**config.mk**
```make
export PLATFORM = sky130hd
export DESIGN_NAME = i2s_rx
export DESIGN_NICKNAME = d
export VERILOG_FILES = /design/src/rtl/i2s_rx.sv
export SDC_FILE = /design/constraint.sdc
export NUM_CORES = 1
export LEC_CHECK = 0
export BUFFER_PORTS_ARGS = -buffer_cell sky130_fd_sc_hd__buf_4
export CAP_MARGIN = 20
export CORE_UTILIZATION = 56
export CTS_CLUSTER_DIAMETER = 100
export DETAILED_ROUTE_END_ITERATION = 10
export PLACE_DENSITY = 0.79
export SYNTH_ARGS = -nofsm -noshare
export SYNTH_HDL_FRONTEND = slang
export SYNTH_SLANG_ARGS = --single-unit
```
**constraint.sdc**
```tcl
create_clock -name BCLK -period 4.2 [get_ports BCLK]
set_clock_uncertainty 0.05 [all_clocks]
set_input_delay 1.26 -clock BCLK [delete_from_list [all_inputs] [get_ports BCLK]]
set_output_delay 1.26 -clock BCLK [all_outputs]
set_load 0.05 [all_outputs]
```
**src/rtl/i2s_rx.sv**
```systemverilog
// I2S / left-justified serial audio receiver, clocked entirely by BCLK.
// Captures the first DATA_WIDTH bits of each channel slot MSB-first and
// presents the finished word one BCLK after the slot boundary, together
// with a one-cycle left_valid or right_valid pulse.
// Optional feature: define I2S_RX_SLOT_CHECK_EN to add the slot_err output,
// which flags finished slots whose BCLK count differs from SLOT_WIDTH.
// Output handshake: left_valid/right_valid are single-cycle strobes with no
// ready/back-pressure; left/right are valid on the strobe and hold until the
// next strobe of the same channel.
module i2s_rx #(
    parameter int DATA_WIDTH = 24,
    parameter int SLOT_WIDTH = 32,
    parameter int MODE       = 0
) (
    input  logic                         BCLK,
    input  logic                         RST,
    input  logic                         LRCLK,
    input  logic                         ADCDAT,
    output logic signed [DATA_WIDTH-1:0] left,
    output logic signed [DATA_WIDTH-1:0] right,
    output logic                         left_valid,
    output logic                         right_valid
`ifdef I2S_RX_SLOT_CHECK_EN
    ,
    output logic                         slot_err
`endif
);

    // Reject illegal widths at elaboration time.
    if (DATA_WIDTH < 8 || DATA_WIDTH > 32 || SLOT_WIDTH < DATA_WIDTH || SLOT_WIDTH > 64) begin : g_param_check
        $error("i2s_rx: illegal DATA_WIDTH/SLOT_WIDTH combination");
    end

    logic                         r_lr_d1;   // LRCLK sampled at the previous edge
    logic                         r_ws_d;    // effective word select of the previous edge
    logic                         r_armed;   // set once the first boundary after reset is seen
    logic [6:0]                   r_cnt;     // bits received in the current slot, saturating
    logic [DATA_WIDTH-1:0]        r_acc;     // current slot word, left-aligned
    logic signed [DATA_WIDTH-1:0] r_left;
    logic signed [DATA_WIDTH-1:0] r_right;
    logic                         r_left_valid;
    logic                         r_right_valid;

    logic                         w_ws;
    logic                         w_boundary;
    logic [DATA_WIDTH-1:0]        w_acc_next;

    // Philips mode delays word select by one BCLK so the MSB lands one bit
    // after the LRCLK transition; left-justified mode uses LRCLK directly.
    assign w_ws       = (MODE == 1) ? LRCLK : r_lr_d1;
    assign w_boundary = w_ws ^ r_ws_d;

    // Next accumulator: a boundary starts a fresh word with D[k] as MSB; otherwise
    // bit number r_cnt lands at its MSB-first position, and bits past DATA_WIDTH
    // are dropped. Unreceived LSBs stay zero, which left-aligns short slots.
    always_comb begin
        w_acc_next = r_acc;
        if (w_boundary) begin
            w_acc_next                 = '0;
            w_acc_next[DATA_WIDTH-1]   = ADCDAT;
        end else if (r_cnt < 7'(DATA_WIDTH)) begin
            for (int i = 0; i < DATA_WIDTH; i++) begin
                if (i == DATA_WIDTH - 1 - int'(r_cnt)) begin
                    w_acc_next[i] = ADCDAT;
                end
            end
        end
    end

    // Slot tracking, word capture and output registers with valid strobes.
    always_ff @(posedge BCLK or posedge RST) begin
        if (RST) begin
            r_lr_d1       <= 1'b0;
            r_ws_d        <= 1'b0;
            r_armed       <= 1'b0;
            r_cnt         <= 7'd0;
            r_acc         <= '0;
            r_left        <= '0;
            r_right       <= '0;
            r_left_valid  <= 1'b0;
            r_right_valid <= 1'b0;
        end else begin
            r_lr_d1       <= LRCLK;
            r_ws_d        <= w_ws;
            r_acc         <= w_acc_next;
            r_left_valid  <= 1'b0;
            r_right_valid <= 1'b0;
            if (w_boundary) begin
                r_cnt   <= 7'd1;
                r_armed <= 1'b1;
                // The slot ending before the first boundary is partial: drop it.
                if (r_armed) begin
                    if (r_ws_d) begin
                        r_right       <= r_acc;
                        r_right_valid <= 1'b1;
                    end else begin
                        r_left        <= r_acc;
                        r_left_valid  <= 1'b1;
                    end
                end
            end else if (r_cnt != 7'd127) begin
                r_cnt <= r_cnt + 7'd1;
            end
        end
    end

`ifdef I2S_RX_SLOT_CHECK_EN
    logic r_slot_err;

    // Flag a finished slot whose bit count is not the nominal slot width.
    always_ff @(posedge BCLK or posedge RST) begin
        if (RST) begin
            r_slot_err <= 1'b0;
        end else begin
            r_slot_err <= w_boundary && r_armed && (r_cnt != 7'(SLOT_WIDTH));
        end
    end

    assign slot_err = r_slot_err;
`endif

    assign left        = r_left;
    assign right       = r_right;
    assign left_valid  = r_left_valid;
    assign right_valid = r_right_valid;

endmodule

```
==> impl_metrics.env, run 1 <==
export IMPL_top_usage_layer="met2"
export IMPL_required_ns=2.89
export IMPL_slew_viol_final=0
export IMPL_finalCriticalPeriod_ns=2.26
export IMPL_clockBufferDepth=2
export IMPL_gp_congestion=0.899
export IMPL_worstPathArrival_ns=0.95
export IMPL_grt_overflow=0
export IMPL_die_w_um=81.6
export IMPL_via_per_inst=5.54
export IMPL_fin_cells=401
export IMPL_first_pass_iters=4
export IMPL_cts_resized_gates=0
export IMPL_final_common_cell="dfrtp_1"
export IMPL_syn_inst=266
export IMPL_syn_cell_area_um2=3550
export IMPL_cts_setup_buffers=0
export IMPL_die_h_um=81.6
export IMPL_place_inst=385
export IMPL_synth_edff_count=0
export IMPL_drtIter0Drc=90
export IMPL_grt_pass1_wl_um=10300
export IMPL_worstMarginPinSlew_ns=0.750
export IMPL_drive_gt1_share_pct=32.2
export IMPL_path_clk_slew_ns=0.08
export IMPL_crit_family="flip-flops"
export IMPL_final_cell_area_um2=4230
export IMPL_dieArea_um2=6660
export IMPL_antenna_cells=0
export IMPL_critical_path_class="flip-flop to output port"
export IMPL_finalSetupViolCount=0
export IMPL_relSlewSlack_pct=49.9
export IMPL_port_buffers=53
export IMPL_syn_area_per_cell_um2=13.3
export IMPL_rrSetupSlack_ns=1.98
export IMPL_wl_per_cell_um=15.9
export IMPL_yosys_warnings=0
export IMPL_critical_path_startpoint="left[4]"
export IMPL_hp_start="right[3]"
export IMPL_synth_fp_nets=275
export IMPL_ir_worst_vdd_mv=0.317
export IMPL_critPathSlowestCell="dfrtp_1"
export IMPL_rows=28
export IMPL_grt_usage_pct=21.5
export IMPL_cts_hold_buffers=0
export IMPL_htree_levels=3
export IMPL_cellLeakagePower_uw=0.00229
export IMPL_synth_cell_types=34
export IMPL_cp_max_fo=2
export IMPL_yosys_top_cells_area="dfrtp_1 (59%), mux2_2 (7.9%), mux2_1 (7.3%)"
export IMPL_final_util_pct=70.2
export IMPL_crit_buf_inv=1
export IMPL_gr_usage_met1_pct=27.9
export IMPL_place_hpwl_um=4130
export IMPL_clk_latency_ns=0.35
export IMPL_cts_sinks=84
export IMPL_maxCapViolCount=0
export IMPL_hold_class="flip-flop to flip-flop"
export IMPL_synth_seq_cells=84
export IMPL_async_flop_share_pct=100
export IMPL_status="complete, no violations"
export IMPL_cts_tree="yes"
export IMPL_finalNetCount=331
export IMPL_place_area_um2=4010
export IMPL_cts_buffers=9
export IMPL_finalSetupTns_ns=0
export IMPL_vias=2223
export IMPL_core_um2=6030
export IMPL_final_cell_mix="dfrtp_1 (84), buf_4 (57), nand2_1 (30)"
export IMPL_synth_ff_type="dfrtp_1"
export IMPL_final_hold_violation_count=0
export IMPL_area_growth_pct=19.2
export IMPL_grt_max_degree=85
export IMPL_initial_utilization_pct=58.9
export IMPL_wl_um=6380
export IMPL_yosysTopAreaCellShare_pct=59.2
export IMPL_yosysTopAreaCell="dfrtp_1"
export IMPL_use_met2_pct=33.8
export IMPL_ant_nets=0
export IMPL_max_freq_mhz=443
export IMPL_crit_path_max_incr_delay_ns=0.40
export IMPL_grt_setup_unrepaired="no"
export IMPL_ys_seq_area_share_pct=59.2
export IMPL_cp_end_kind="output port"
export IMPL_drc_errors=0
export IMPL_cp_cell_sequence="buf_4"
export IMPL_finalCritPeriodShare_pct=53.7
export IMPL_cp_start_kind="flip-flop"
export IMPL_reg2reg_from="r_cnt[3]"
export IMPL_ios=54
export IMPL_antenna_found_initial=0
export IMPL_use_met3_pct=4.00
export IMPL_cts_root_buf="clkbuf_8"
export IMPL_grt_pass1_vias=2167
export IMPL_power_density_nw_per_um2=404
==> synthesized netlist by cell type, types with 3 or more instances <==
master    n
mux2_1   23
nor2_1    4
and3b_1   3
nand2_1  30
ha_1      5
nand3_1  13
a31oi_1   5
inv_1     5
buf_2     9
nor2b_1   5
mux2i_1  23
mux2_2   25
nand4_1   4
dfrtp_1  84
==> state kept, by name, indices dropped and copies added, names as in the netlist <==
name         cells
r_ws_d           1
right_valid      1
right           24
left_valid       1
r_cnt            7
r_lr_d1          1
r_armed          1
r_acc           24
left            24
==> worst paths after layout <==
kind | to | depth (start not counted)
min in group asynchronous | right[6] | 3
min reg2reg | right[3] | 1
min | right[3] | 1
max | left[4] | 1
max in group asynchronous | r_armed | 4
max reg2reg | r_acc[23] | 4
==> per-layer routing <==
layer,routed length (um),vias to the layer above
met5,0,-
met4,178,0
met3,210,13
met2,3130,47
met1,2870,1116
li1,-,1047
==> cells by family after synthesis <==
family | count (synthesis) | share of synthesized area [%]
AND/OR/NAND/NOR | 73 | 11.9
XOR/XNOR | 2 | 0.493
buffers and inverters | 18 | 2.43
AO/OA/AOI/OAI | 12 | 2.04
flip-flops | 84 | 59.2
adder cells (fa/ha/maj) | 5 | 1.76
multiplexers | 72 | 22.1
==> per-stage QoR <==
step / setup slack (ns) / hold WS [ns] / power (uW)
4_1_cts: 1.93 / 0.451 / 1720
3_3_place_gp: 1.86 / 0.426 / 1160
3_5_place_dp: 1.83 / 0.432 / 1170
2_1_floorplan: 0.725 / 0.390 / 1090
6_report: 1.94 / 0.447 / 1710
5_1_grt: 1.87 / 0.455 / 1780
==> final cells by class <==
class	instances	area (um^2)
clock inverter	5	52.6
clock buffer	10	138
inverter	5	20.0
multi-input combinational	164	1370
sequential	84	2100
fill	455	1790
tap	75	93.8
timing repair buffer	58	455
==> report_power, final <==
part           internal [uW]  switching, uW  leakage, uW  total (uW)
registers                845           34.0      0.00115         879
clock network            284            275    0.0000979         559
logic                   92.6            180      0.00105         272
(Power assumes the default switching activity.)
==> inputs of run 2 (changes only) <==
==> constraint.sdc (replaced) <==
create_clock -name BCLK -period 2.3 [get_ports BCLK]
set_clock_uncertainty 0.05 [all_clocks]
set_input_delay 0.69 -clock BCLK [delete_from_list [all_inputs] [get_ports BCLK]]
set_output_delay 0.69 -clock BCLK [all_outputs]
set_load 0.05 [all_outputs]
==> impl_metrics.env, run 2 (same netlist as run 1, synthesis figures left out) <==
export IMPL_place_hpwl_um=4340
export IMPL_antenna_found_initial=0
export IMPL_cts_resized_gates=0
export IMPL_final_hold_violation_count=0
export IMPL_wl_um=6380
export IMPL_final_common_cell="dfrtp_1"
export IMPL_slew_viol_final=0
export IMPL_relSlewSlack_pct=63.9
export IMPL_drive_gt1_share_pct=33.2
export IMPL_area_growth_pct=20.9
export IMPL_die_w_um=81.6
export IMPL_cp_max_fo=8
export IMPL_die_h_um=81.6
export IMPL_drc_errors=0
export IMPL_worstPathArrival_ns=2.00
export IMPL_ant_nets=0
export IMPL_final_cell_mix="dfrtp_1 (84), buf_4 (64), nand2_1 (30)"
export IMPL_gp_congestion=0.930
export IMPL_first_pass_iters=6
export IMPL_finalSetupViolCount=0
export IMPL_ir_worst_vdd_mv=0.531
export IMPL_status="complete, no violations"
export IMPL_drtIter0Drc=162
export IMPL_cts_sinks=84
export IMPL_rrSetupSlack_ns=0.48
export IMPL_maxCapViolCount=0
export IMPL_grt_pass1_vias=2348
export IMPL_vias=2259
export IMPL_port_buffers=53
export IMPL_hold_class="primary input to asynchronous set/reset pin"
export IMPL_place_inst=393
export IMPL_reg2reg_from="r_cnt[3]"
export IMPL_fin_cells=409
export IMPL_cellInternalPower_uw=2290
export IMPL_power_density_nw_per_um2=742
export IMPL_initial_utilization_pct=58.9
export IMPL_grt_overflow=0
export IMPL_grt_setup_unrepaired="no"
export IMPL_place_area_um2=4090
export IMPL_grt_pass1_wl_um=10900
export IMPL_grt_usage_pct=22.0
export IMPL_p_sw_share_pct=28.2
export IMPL_finalPower_uw=3190
export IMPL_ios=54
export IMPL_rows=28
export IMPL_finalCriticalPeriod_ns=1.82
export IMPL_path_clk_slew_ns=0.08
export IMPL_pwr_share_clk_pct=33.4
export IMPL_critical_path_class="flip-flop to flip-flop"
export IMPL_r2r_end="r_acc[2]"
export IMPL_htree_levels=3
export IMPL_p_seq_share_pct=50.0
export IMPL_antenna_cells=0
export IMPL_wl_per_cell_um=15.6
export IMPL_cts_setup_buffers=0
export IMPL_required_ns=2.48
export IMPL_finalNetCount=338
export IMPL_clk_latency_ns=0.34
export IMPL_finalCritPeriodShare_pct=79.0
export IMPL_grt_max_degree=85
export IMPL_worstMarginPinSlew_ns=0.540
export IMPL_switching_power_uw=898
export IMPL_pwr_share_comb_pct=16.6
export IMPL_final_cell_area_um2=4290
export IMPL_cp_end_kind="flip-flop"
export IMPL_cts_buffers=9
export IMPL_finalSetupTns_ns=0
export IMPL_place_ws_ns=0.515
export IMPL_setup_slack_ns=0.483
export IMPL_dieArea_um2=6660
export IMPL_clockBufferDepth=2
export IMPL_core_um2=6030
export IMPL_cp_start_kind="flip-flop"
export IMPL_cts_hold_buffers=0
export IMPL_worstRegToRegCells=4
export IMPL_cts_tree="yes"
export IMPL_max_freq_mhz=550
export IMPL_cts_root_buf="clkbuf_8"
export IMPL_via_per_inst=5.52
export IMPL_cellLeakagePower_uw=0.00232
==> run 2: cell types whose count changed in the layout (fill, tap and decap cells not counted), sizes merged <==
cell	previous run	this run
clkbuf	10	13
clkinvlp	1	3
clkinv	4	0
buf	58	65
==> run 2: worst max-delay path by stage <==
stage	start	to	slack, ns	cells past startpoint
2_1_floorplan	r_cnt[4]	r_acc[23]	0.50	4
3_3_place_gp	r_cnt[3]	r_acc[5]	0.56	4
3_5_place_dp	r_cnt[3]	r_acc[2]	0.52	4
4_1_cts	r_cnt[3]	r_acc[5]	0.50	4
5_1_grt	r_cnt[3]	r_acc[2]	0.36	4
6_report	r_cnt[3]	r_acc[2]	0.48	4
==> run 2: through the flow <==
stage,util (%),hold slack (ns)
after floorplan,-,0.390
after global placement,67.9,0.423
after global routing,71.2,0.377
after detailed placement,67.9,0.433
after CTS,71.2,0.388
final,71.2,0.398
==> run 2: power by group through the flow <==
stage / Combinational (uW) / Clock, uW / Sequential [uW]
6_report: 529 / 1060 / 1590
2_1_floorplan: 234 / 0 / 1750
3_3_place_gp: 525 / 0 / 1620
3_5_place_dp: 531 / 0 / 1620
4_1_cts: 534 / 1090 / 1590
5_1_grt: 572 / 1140 / 1600
==> run 2: worst max-delay path, cell delays in order, from the launching register on <==
cell      delay, ns
dfrtp_1        0.46
ha_1           0.34
nor4b_4        0.52
nand4b_1       0.19
mux2i_1        0.15
==> run 2: final cells by class <==
class | count | area, um^2
well taps | 75 | 93.8
clock inverters | 3 | 45.0
flip-flops and latches | 84 | 2100
repair buffers | 65 | 500
clock buffers | 13 | 159
fillers | 432 | 1730
multi-input cells | 164 | 1370
inverters | 5 | 22.5
==> run 2: per-layer routing <==
layer	wire length, um	GRT usage (%)	vias up	part of all wire, %
met2	3090	35.3	41	49
met4	72	8.07	0	1.1
met3	209	5.89	7	3.3
met1	3000	28.7	1147	47
li1	-	-	1064	-
met5	0	0	-	0
==> inputs of run 3 (changes only) <==
==> constraint.sdc (replaced) <==
create_clock -name BCLK -period 1.9 [get_ports BCLK]
set_clock_uncertainty 0.05 [all_clocks]
set_input_delay 0.57 -clock BCLK [delete_from_list [all_inputs] [get_ports BCLK]]
set_output_delay 0.57 -clock BCLK [all_outputs]
set_load 0.05 [all_outputs]
==> impl_metrics.env, run 3 (same netlist as run 1, synthesis figures left out) <==
export IMPL_path_clk_slew_ns=0.08
export IMPL_clk_latency_ns=0.34
export IMPL_core_um2=6030
export IMPL_switching_power_uw=1120
export IMPL_p_seq_share_pct=46.8
export IMPL_grt_usage_pct=22.5
export IMPL_finalCriticalPeriod_ns=1.76
export IMPL_die_w_um=81.6
export IMPL_grt_overflow=0
export IMPL_final_hold_violation_count=0
export IMPL_power_density_nw_per_um2=945
export IMPL_cp_max_fo=4
export IMPL_finalCritPeriodShare_pct=92.4
export IMPL_ir_worst_vdd_mv=0.736
export IMPL_dieArea_um2=6660
export IMPL_drive_gt1_share_pct=34.6
export IMPL_vias=2296
export IMPL_max_freq_mhz=570
export IMPL_cts_setup_buffers=0
export IMPL_finalSetupViolCount=0
export IMPL_drc_errors=0
export IMPL_final_cell_mix="dfrtp_1 (84), buf_4 (68), nand2_1 (30)"
export IMPL_port_buffers=53
export IMPL_cts_buffers=9
export IMPL_first_pass_iters=4
export IMPL_required_ns=2.09
export IMPL_cts_root_buf="clkbuf_8"
export IMPL_initial_utilization_pct=58.9
export IMPL_drtIter0Drc=99
export IMPL_grt_pass1_wl_um=11000
export IMPL_cts_resized_gates=0
export IMPL_ios=54
export IMPL_hold_class="primary input to asynchronous set/reset pin"
export IMPL_clockBufferDepth=2
export IMPL_critical_path_class="flip-flop to flip-flop"
export IMPL_final_common_cell="dfrtp_1"
export IMPL_cp_start_kind="flip-flop"
export IMPL_status="complete, no violations"
export IMPL_die_h_um=81.6
export IMPL_cp_end_kind="flip-flop"
export IMPL_via_per_inst=5.56
export IMPL_cts_sinks=84
export IMPL_grt_max_degree=85
export IMPL_final_util_pct=72.5
export IMPL_antenna_found_initial=0
export IMPL_slew_viol_final=0
export IMPL_cts_tree="yes"
export IMPL_wl_um=6640
export IMPL_ant_nets=0
export IMPL_grt_setup_unrepaired="no"
export IMPL_maxCapViolCount=0
export IMPL_wl_per_cell_um=16.1
export IMPL_pwr_share_comb_pct=16.0
export IMPL_finalNetCount=342
export IMPL_gp_congestion=0.927
export IMPL_htree_levels=3
export IMPL_relSlewSlack_pct=70.3
export IMPL_cts_hold_buffers=0
export IMPL_worstPathArrival_ns=1.94
export IMPL_cellLeakagePower_uw=0.00236
export IMPL_antenna_cells=0
export IMPL_area_growth_pct=23.0
export IMPL_place_hpwl_um=4490
export IMPL_worstMarginPinSlew_ns=0.446
export IMPL_p_sw_share_pct=27.0
export IMPL_pwr_share_clk_pct=37.2
export IMPL_finalSetupTns_ns=0
export IMPL_grt_pass1_vias=2310
export IMPL_cellInternalPower_uw=3010
export IMPL_rows=28
==> run 3: critical path: stages (launching register included) <==
cell and delay (ns):
dfrtp_1 0.39, ha_1 0.31, nor4_4 0.38, a31oi_1 0.19
mux2_4 0.33
==> run 3: metrics by stage <==
| stage | worst slack [ns] | area, um^2 | hold slack [ns] | total power (uW) | instances |
|---|---|---|---|---|---|
| 3_5_place_dp | 0.180 | 4120 | 0.433 | 2620 | 397 |
| 5_1_grt | 0.0841 | 4370 | 0.257 | 4290 | 413 |
| 6_report | 0.145 | 4370 | 0.280 | 4130 | 413 |
| 3_3_place_gp | 0.204 | 4120 | 0.425 | 2610 | 397 |
| 2_1_floorplan | 0.102 | 3550 | 0.390 | 2400 | 266 |
| 4_1_cts | 0.149 | 4370 | 0.261 | 4170 | 413 |
==> run 3: layout make-up <==
cell class | instances | area (um^2)
flip-flops and latches | 84 | 2100
fillers | 427 | 1660
multi-input cells | 164 | 1370
repair buffers | 69 | 531
clock buffers | 10 | 138
clock inverters | 6 | 111
well taps | 75 | 93.8
inverters | 5 | 22.5
==> run 3: power by group through the flow <==
stage | logic (uW) | registers, uW | clock network, uW
2_1_floorplan | 284 | 2120 | 0
3_3_place_gp | 645 | 1970 | 0
3_5_place_dp | 658 | 1970 | 0
4_1_cts | 664 | 1930 | 1570
5_1_grt | 705 | 1940 | 1640
6_report | 659 | 1930 | 1540
==> run 3: path summary, 6_finish.rpt <==
kind                            slack (ns)         to  cells after the start  startpoint
worst max-delay path                  0.14  r_acc[23]                      4    r_cnt[3]
worst min-delay path                  0.28   left[14]                      3         RST
worst max register to register        0.14  r_acc[23]                      4    r_cnt[3]
worst min register to register        0.44   right[8]                      1    right[8]
max in group asynchronous             1.16    left[5]                      3         RST
min in group BCLK                     0.28    r_lr_d1                      1       LRCLK
==> run 3: per-layer routing <==
layer,part of all wire (%),global-route usage (%),vias to the layer above
met5,0,0,-
li1,-,-,1072
met2,49,36.3,60
met1,45,29.3,1153
met4,1.7,9.30,0
met3,4.3,5.56,11
